--- config.mk ---
export PLATFORM = sky130hd
export DESIGN_NAME = serdes_clk_ctrl
export DESIGN_NICKNAME = d
export VERILOG_FILES = /design/src/rtl/serdes_clk_pkg.sv /design/src/rtl/serdes_clk_ctrl_timer.sv /design/src/rtl/serdes_clk_ctrl.sv
export SDC_FILE = /design/constraint.sdc
export NUM_CORES = 1
export LEC_CHECK = 0
export BUFFER_PORTS_ARGS = -buffer_cell sky130_fd_sc_hd__buf_4
export CORE_AREA = 4 4 48 50
export DETAILED_ROUTE_END_ITERATION = 7
export DIE_AREA = 0 0 52 54
export HOLD_SLACK_MARGIN = 0.1
export PLACE_DENSITY_LB_ADDON = 0.12
export SETUP_SLACK_MARGIN = 0.5
export SLEW_MARGIN = 20
export SYNTH_ARGS = -nofsm -noshare
export SYNTH_HDL_FRONTEND = slang
export SYNTH_SLANG_ARGS = --single-unit
--- constraint.sdc ---
create_clock -name i_clk -period 1.65 [get_ports i_clk]
set_input_delay 0 -clock i_clk [delete_from_list [all_inputs] [get_ports i_clk]]
set_output_delay 0 -clock i_clk [all_outputs]
set_load 0.005 [all_outputs]
--- src/rtl/serdes_clk_pkg.sv ---
// Shared definitions for the SerDes div-2 clock-generator sequencer:
// state encoding and a small constant helper for timer sizing.
package serdes_clk_pkg;

  localparam int unsigned STATE_W = 3;

  typedef enum logic [STATE_W-1:0] {
    ST_OFF      = 3'd0,
    ST_RST_HOLD = 3'd1,
    ST_SETTLE   = 3'd2,
    ST_RUN      = 3'd3,
    ST_DRAIN    = 3'd4
  } state_e;

  function automatic int unsigned max3(input int unsigned a, input int unsigned b,
                                       input int unsigned c);
    int unsigned m;
    m = (a > b) ? a : b;
    return (m > c) ? m : c;
  endfunction

endpackage

--- src/rtl/serdes_clk_ctrl_timer.sv ---
// Loadable saturating down-counter used for the hold, settle and drain intervals.
module serdes_clk_ctrl_timer #(
  parameter int unsigned W = 4
) (
  input  logic         i_clk,
  input  logic         i_rst_n,
  input  logic         i_load,
  input  logic [W-1:0] i_load_val,
  input  logic         i_dec,
  output logic         o_zero
);

  logic [W-1:0] cnt;

  always_ff @(posedge i_clk or negedge i_rst_n) begin
    if (!i_rst_n) begin
      cnt <= '0;
    end else if (i_load) begin
      cnt <= i_load_val;
    end else if (i_dec && (cnt != '0)) begin
      cnt <= cnt - W'(1);
    end
  end

  assign o_zero = (cnt == '0);

endmodule

--- src/rtl/serdes_clk_ctrl.sv ---
// Sequencer for the div-2 SerDes clock generator: orders divider reset and clock-gate enable.
// Optional restart counter output enabled by defining SERDES_CLK_CTRL_STATUS_EN.
module serdes_clk_ctrl
  import serdes_clk_pkg::*;
#(
  parameter int unsigned RstCycles    = 8,
  parameter int unsigned SettleCycles = 4,
  parameter int unsigned DrainCycles  = 4,
  parameter int unsigned CntW         = 8
) (
  input  logic               i_clk,
  input  logic               i_rst_n,
  input  logic               i_start,
  input  logic               i_stop,
  input  logic               i_resync,
  output logic               o_div_rst,
  output logic               o_div_en,
  output logic               o_ready,
  output logic               o_busy,
  output logic [STATE_W-1:0] o_state
`ifdef SERDES_CLK_CTRL_STATUS_EN
  ,
  output logic [CntW-1:0]    o_restart_cnt
`endif
);

  localparam int unsigned TimerW = $clog2(max3(RstCycles, SettleCycles, DrainCycles) + 1);
  localparam logic [TimerW-1:0] RstLoad    = TimerW'(RstCycles - 1);
  localparam logic [TimerW-1:0] SettleLoad = TimerW'(SettleCycles - 1);
  localparam logic [TimerW-1:0] DrainLoad  = TimerW'(DrainCycles - 1);

  state_e              state, state_n;
  logic                resync_pend, resync_pend_n;
  logic                t_load, t_dec, t_zero;
  logic [TimerW-1:0]   t_load_val;

  serdes_clk_ctrl_timer #(.W(TimerW)) u_timer (
    .i_clk      (i_clk),
    .i_rst_n    (i_rst_n),
    .i_load     (t_load),
    .i_load_val (t_load_val),
    .i_dec      (t_dec),
    .o_zero     (t_zero)
  );

  always_comb begin
    state_n       = state;
    resync_pend_n = resync_pend;
    t_load        = 1'b0;
    t_load_val    = '0;
    case (state)
      ST_OFF: begin
        if (i_start && !i_stop) begin
          state_n    = ST_RST_HOLD;
          t_load     = 1'b1;
          t_load_val = RstLoad;
        end
      end
      ST_RST_HOLD: begin
        if (i_stop) begin
          state_n = ST_OFF;
        end else if (t_zero) begin
          state_n    = ST_SETTLE;
          t_load     = 1'b1;
          t_load_val = SettleLoad;
        end
      end
      ST_SETTLE: begin
        if (i_stop) begin
          state_n = ST_OFF;
        end else if (t_zero) begin
          state_n = ST_RUN;
        end
      end
      ST_RUN: begin
        if (i_stop || i_resync) begin
          state_n       = ST_DRAIN;
          resync_pend_n = !i_stop;
          t_load        = 1'b1;
          t_load_val    = DrainLoad;
        end
      end
      ST_DRAIN: begin
        // A stop during drain cancels a pending resync even on the final drain cycle.
        if (i_stop) begin
          resync_pend_n = 1'b0;
        end
        if (t_zero) begin
          if (resync_pend_n) begin
            state_n       = ST_RST_HOLD;
            resync_pend_n = 1'b0;
            t_load        = 1'b1;
            t_load_val    = RstLoad;
          end else begin
            state_n = ST_OFF;
          end
        end
      end
      default: begin
        state_n       = ST_OFF;
        resync_pend_n = 1'b0;
      end
    endcase
  end

  assign t_dec = !t_load &&
                 ((state == ST_RST_HOLD) || (state == ST_SETTLE) || (state == ST_DRAIN));

  always_ff @(posedge i_clk or negedge i_rst_n) begin
    if (!i_rst_n) begin
      state       <= ST_OFF;
      resync_pend <= 1'b0;
      o_div_rst   <= 1'b1;
      o_div_en    <= 1'b0;
      o_ready     <= 1'b0;
      o_busy      <= 1'b0;
    end else begin
      state       <= state_n;
      resync_pend <= resync_pend_n;
      o_div_rst   <= (state_n == ST_OFF) || (state_n == ST_RST_HOLD);
      o_div_en    <= (state_n == ST_RUN);
      o_ready     <= (state_n == ST_RUN);
      o_busy      <= (state_n == ST_RST_HOLD) || (state_n == ST_SETTLE) ||
                     (state_n == ST_DRAIN);
    end
  end

  assign o_state = state;

`ifdef SERDES_CLK_CTRL_STATUS_EN
  logic [CntW-1:0] restart_cnt;

  always_ff @(posedge i_clk or negedge i_rst_n) begin
    if (!i_rst_n) begin
      restart_cnt <= '0;
    end else if ((state == ST_SETTLE) && (state_n == ST_RUN)) begin
      restart_cnt <= restart_cnt + CntW'(1);
    end
  end

  assign o_restart_cnt = restart_cnt;
`endif

endmodule

Word level (Yosys, flattened, before mapping)
Index checks and enable logic that the tools add are counted.
- register bits after elaboration: 11
- bits of input ports: 5
- output and inout bits: 7
- logic and storage cells: 65
- add/sub/neg operators: 1
- equality and inequality tests: 9
- multiplexer cells: 30
- bitwise operators: 1
- reduce and logical (&&, ||, !) cells: 18
- operators by type and width (kind ; count):
    $mux W3 ; 10
    $pmux W3 S5 ; 1
    $eq A3 B2 Y1 const B ; 4
    $pmux W3 S4 ; 1
    $mux W1 ; 11
    $mux W4 ; 2
    $eq A3 B1 Y1 const B ; 2
    $eq A3 B3 Y1 const B ; 2
    $logic_not A3 Y1 ; 2
    $logic_or A1 B1 Y1 ; 6
    $mux W2 ; 3
    $logic_not A4 Y1 ; 1
    $pmux W1 S4 ; 1
    $reduce_bool A4 Y1 ; 1
    $sub A4 B1 Y4 const B ; 1
    $logic_and A1 B1 Y1 ; 3
    $pmux W1 S3 ; 1
    $reduce_or A3 Y1 ; 1
    $logic_not A1 Y1 ; 2
    $ne A2 B2 Y1 const B ; 1
    $reduce_and A2 Y1 ; 1
    $reduce_bool A2 Y1 ; 1
    $not A1 Y1 ; 1

Depth between registers and ports, before layout
- depth after elaboration: 10
- depth in mapped cells: 7
- depth with buffers taken out: 7

Cells and area by module
From an unflattened synthesis, not the netlist that was laid out.
- cells, all modules: 75
- area total of the unflattened synthesis: 720.7 µm²
- modules (own cells, without submodules) (module ; instances ; cells each ; area each (µm²) ; seq. area each (µm²)):
    serdes_clk_ctrl ; 1 ; 48 ; 450.4 ; 176.4
    serdes_clk_ctrl_timer ; 1 ; 27 ; 270.3 ; 100.1

Worst setup path after synthesis
No wires, ideal clock.
- path kind: flip-flop to flip-flop
- start point: reg u_timer.cnt[0]
- end point: reg o_busy
- arrival time: 1.389 ns
- data required time: 1.521 ns
- slack: 0.132 ns
- cell stages (with the launch flop): 8
- path buffers: 0
- clock period less this slack: 1.518 ns
- path through: dfrtp_1 > inv_1 > ha_1 > or3b_1 > nor2_1 > a22oi_1 > nor3_4 > mux2i_1
- longest elaborated chain between the ends: 7
- elaborated cells on any way between the ends: 12
- those cells by class: eq/ne (3); mux (6); reduce/logical (3)
- ends and longest elaborated chain (item ; RTL line ; RTL):
    start: declaration ; serdes_clk_ctrl_timer.sv:13 ; logic [W-1:0] cnt;
    start signal: assignment ; serdes_clk_ctrl_timer.sv:19 ; cnt <= i_load_val;
    start signal: assignment ; serdes_clk_ctrl_timer.sv:21 ; cnt <= cnt - W'(1);
    $logic_not A4 Y1 (*) ; serdes_clk_ctrl_timer.sv:25 ; assign o_zero = (cnt == '0);
    $mux W3, on equally long branches ; serdes_clk_ctrl.sv:71, serdes_clk_ctrl.sv:62 ;
    $mux W3, on equally long branches ; serdes_clk_ctrl.sv:69, serdes_clk_ctrl.sv:60 ;
    $pmux W3 S5 (*) ; serdes_clk_ctrl.sv:51 ; case (state)
    named net state_n[1] ; serdes_clk_ctrl.sv:32 ; state_e state, state_n;
    $eq A3 B1 Y1 or $eq A3 B2 Y1 (tied branches) ; serdes_clk_ctrl.sv:123 ; o_busy <= (state_n == ST_RST_HOLD) || (state_n == ST_SETTLE) ||
    $logic_or A1 B1 Y1 ; serdes_clk_ctrl.sv:123 ;
    $logic_or A1 B1 Y1 (*) ; serdes_clk_ctrl.sv:123 ;
    end signal: assignment ; serdes_clk_ctrl.sv:123 ;
    end: declaration ; serdes_clk_ctrl.sv:19 ; output logic o_busy,
The timed path passes the listed nets; every way through them passes the cells marked *.
A chain may end at the register's enable or synchronous reset.

Final worst setup path
Same ends and word-level chain as after synthesis.

==> impl_metrics.csv <==
group,metric,value,unit
die,dieArea,0.00281,sq mm
global_routing,use_met2,30.1,%
global_routing,gr-usage-met3,4.99,%
timing,final-max-slew-violation-count,0,
pwr,ir_worst_vdd,684,uV
synthesis,netlist.area_leader.share,33.8,%
layout,drive_above_1_share,53.0,%
synthesis,synth.area.top_cells,"dfrtp_1 34%, a21oi_1 4.7%, buf_6 4.6%",
cts,path_clk_slew,0.07,ns
timing,skew,0.00185,ns
critical_path,cpLargestDelayFamily,"flip-flops",
routing,postRouteAntennaNets,0,
placement,gp_congestion,0.831,
cts,insertion_delay,0.27,ns
cts,clk_path_buf_depth,2,
cts,clock-root-buffer,"clkbuf_4",
synthesis,syn_area,739,sq um
layout,fillers,163,
global_routing,grt_pass1_vias,710,
timing,rsz0062_at_grt,"true",
layout,diodes,0,
worst_hold_path,whs_path_depth,3,
routing,drtIter0Drc,9,
synthesis,synthCells,80,
cts,cts_sinks,11,
cts,numCtsBuffers,3,
die,die_h,54,microns
die,dieWidth,52,microns
global_routing,grt.total_usage,17.1,%
critical_path,worstPathRequired,1.85,ns
die,start_util,38.9,%
job,drv_cap,0,
routing,wirelength,2180,microns
critical_path,critical_path_class,"flop to flop",
placement,place_area,920,sq um
timing,tns,0,ns
synthesis,async_flop_share,100,%
placement,place_inst,125,
synthesis,synth_most_common_cell,"dfrtp_1",
layout,final_cell_area,0.00118,sq mm
layout,stdcell_count,144,
critical_path,cp_num_buf_inv,1,
cts,cts_tree,"done",
timing,worstMarginPinSlew,0.314,ns
die,rows,16,
layout,layout.nets,124,
layout,area_growth,59.1,%
cts,cts_max_level,1,
global_routing,grtUsageMet1,19.2,%
timing,slew_headroom,79.0,%
critical_path,rr_worst_depth,6,
synthesis,yosysSeqAreaShare,37.4,%
pwr,leakagePower,0.487,nW
routing,wl_per_cell,15.1,microns
worst_hold_path,holdCritPathClass,"input pin to flop",
synthesis,syn_avg_cell_area,9.24,sq um
global_routing,busiest_layer,"met2",
critical_path,cp_num_cells,6,
synthesis,ys_warn_count,0,
critical_path,slowest_stage,"dfrtp_1",
routing,drc,0,
critical_path,crit_path_cell_trace,"inv_2, ha_4, nor3b_4, o21ai_1, a21oi_2, mux2i_1",
global_routing,grt_pass1_wl,3410,microns
synthesis,synth_common_cells,"10 x dfrtp_1, 7 x a21oi_1, 7 x nand2_1",
routing,viasPerCell,5.17,
timing,setup_viol,0,
critical_path,worst_setup_path_start_kind,"flop",
timing,finalHoldViolCount,0,
global_routing,antenna_found_initial,0,
timing,fmax,635,MHz
placement,port_buffers,11,
critical_path,arrival,1.77,ns
synthesis,synth_ff_type,"dfrtp_1",
layout,register_area,279,sq um
routing,drtPass1Iterations,4,
critical_path,crit_fanout,6,
timing,fin_hold_ws,0.127,ns
die,io_pins,12,
critical_path,slowest_delay,0.39,ns
die,core,0.00190,sq mm
status,status,"finished clean",
synthesis,ys_types,36,
synthesis,synth-seq-cells,11,
critical_path,end_kind,"flop",
synthesis,synth-edff-count,0,
global_routing,gr-total-overflow,0,
synthesis,yosysTopAreaCell,"dfrtp_1",
timing,fin_crit_sh,95.4,%
global_routing,grt_max_degree,10,
layout,multi_input_area,504,sq um
routing,routed-via-count,744,
timing,period_needed,1.57,ns
placement,place_hpwl,1310,microns
synthesis,synth_fp_nets,86,
pwr,p_per_area,915,mW/mm^2
-- final timing paths --
check,from,slack (ns),endpoint
max,u_timer.cnt[0]$_DFFE_PN0P_,0.08,o_busy$_DFF_PN0_
min in group asynchronous,i_rst_n,0.22,o_div_rst$_DFF_PN1_
min reg2reg,resync_pend$_DFFE_PN0P_,0.59,resync_pend$_DFFE_PN0P_
max in group asynchronous,i_rst_n,0.73,o_state[0]$_DFF_PN0_
max reg2reg,u_timer.cnt[0]$_DFFE_PN0P_,0.08,o_busy$_DFF_PN0_
min,i_stop,0.13,resync_pend$_DFFE_PN0P_
-- tightest hold or removal path: stages --
cell	delay, ns
buf_4	0.13
o31ai_4	0.07
a31o_1	0.16
-- cell families after synthesis --
group           after synthesis  synth area share (%)
xor+xnor                      3                  3.55
mux                           2                  2.71
simple gates                 28                  23.7
buf+inv                      11                  9.81
compound gates               24                  21.2
flops                        11                  37.4
fa+ha+maj                     1                  1.69
-- power by group --
part	switching [mW]	total [mW]	internal [mW]	leakage (nW)
clock network	0.0925	0.186	0.0937	0.0150
registers	0.0610	0.383	0.322	0.129
logic	0.225	0.507	0.281	0.343
-- cell type report --
type	count	share of cell area, %
clock buffers	4	2.23
inverters	5	1.60
multi-input cells	58	42.9
flip-flops and latches	11	23.7
well taps	27	2.87
repair buffers	39	26.7
-- stage by stage --
step	util, %	total power [mW]	setup slack, ns
6_report	61.8	1.08	0.0753
5_1_grt	61.8	1.15	0.0178
4_1_cts	58.9	1.02	0.109
3_5_place_dp	48.4	0.723	0.0213
2_1_floorplan	-	0.602	0.138
3_3_place_gp	48.4	0.730	0.0299
-- state kept, by name, indices dropped and copies added, names as in the netlist --
| signal | flops |
|---|---|
| o_busy | 1 |
| u_timer.cnt | 4 |
| o_div_rst | 1 |
| o_ready | 1 |
| o_state | 3 |
| resync_pend | 1 |
-- cells in the final DEF (no fill, tap or decap), types with 3 or more instances in the layout --
cell and n:
dfrtp_1 8, nand2_1 7, a21oi_2 3, clkbuf_4 3
buf_4 32, xnor2_1 3, a21oi_1 4, nor3_1 3
nor2_1 3, dlygate4sd3_1 4, inv_1 3, buf_6 3
-- repair_timing --
item                                    4_1_cts  5_1_grt
buffers inserted                              7        4
endpoints found under the hold margin        14        0
endpoints found under the setup margin       12       11
gates resized for setup                      17        5
pin swaps                                     5        6
hold buffers                                  4        0
-- routing by layer --
layer	vias up	part of all wire, %
met5	-	0
met3	2	4.5
met1	360	42
met4	0	1.1
met2	14	52
li1	368	-
Power figures use the tool's default switching activity.
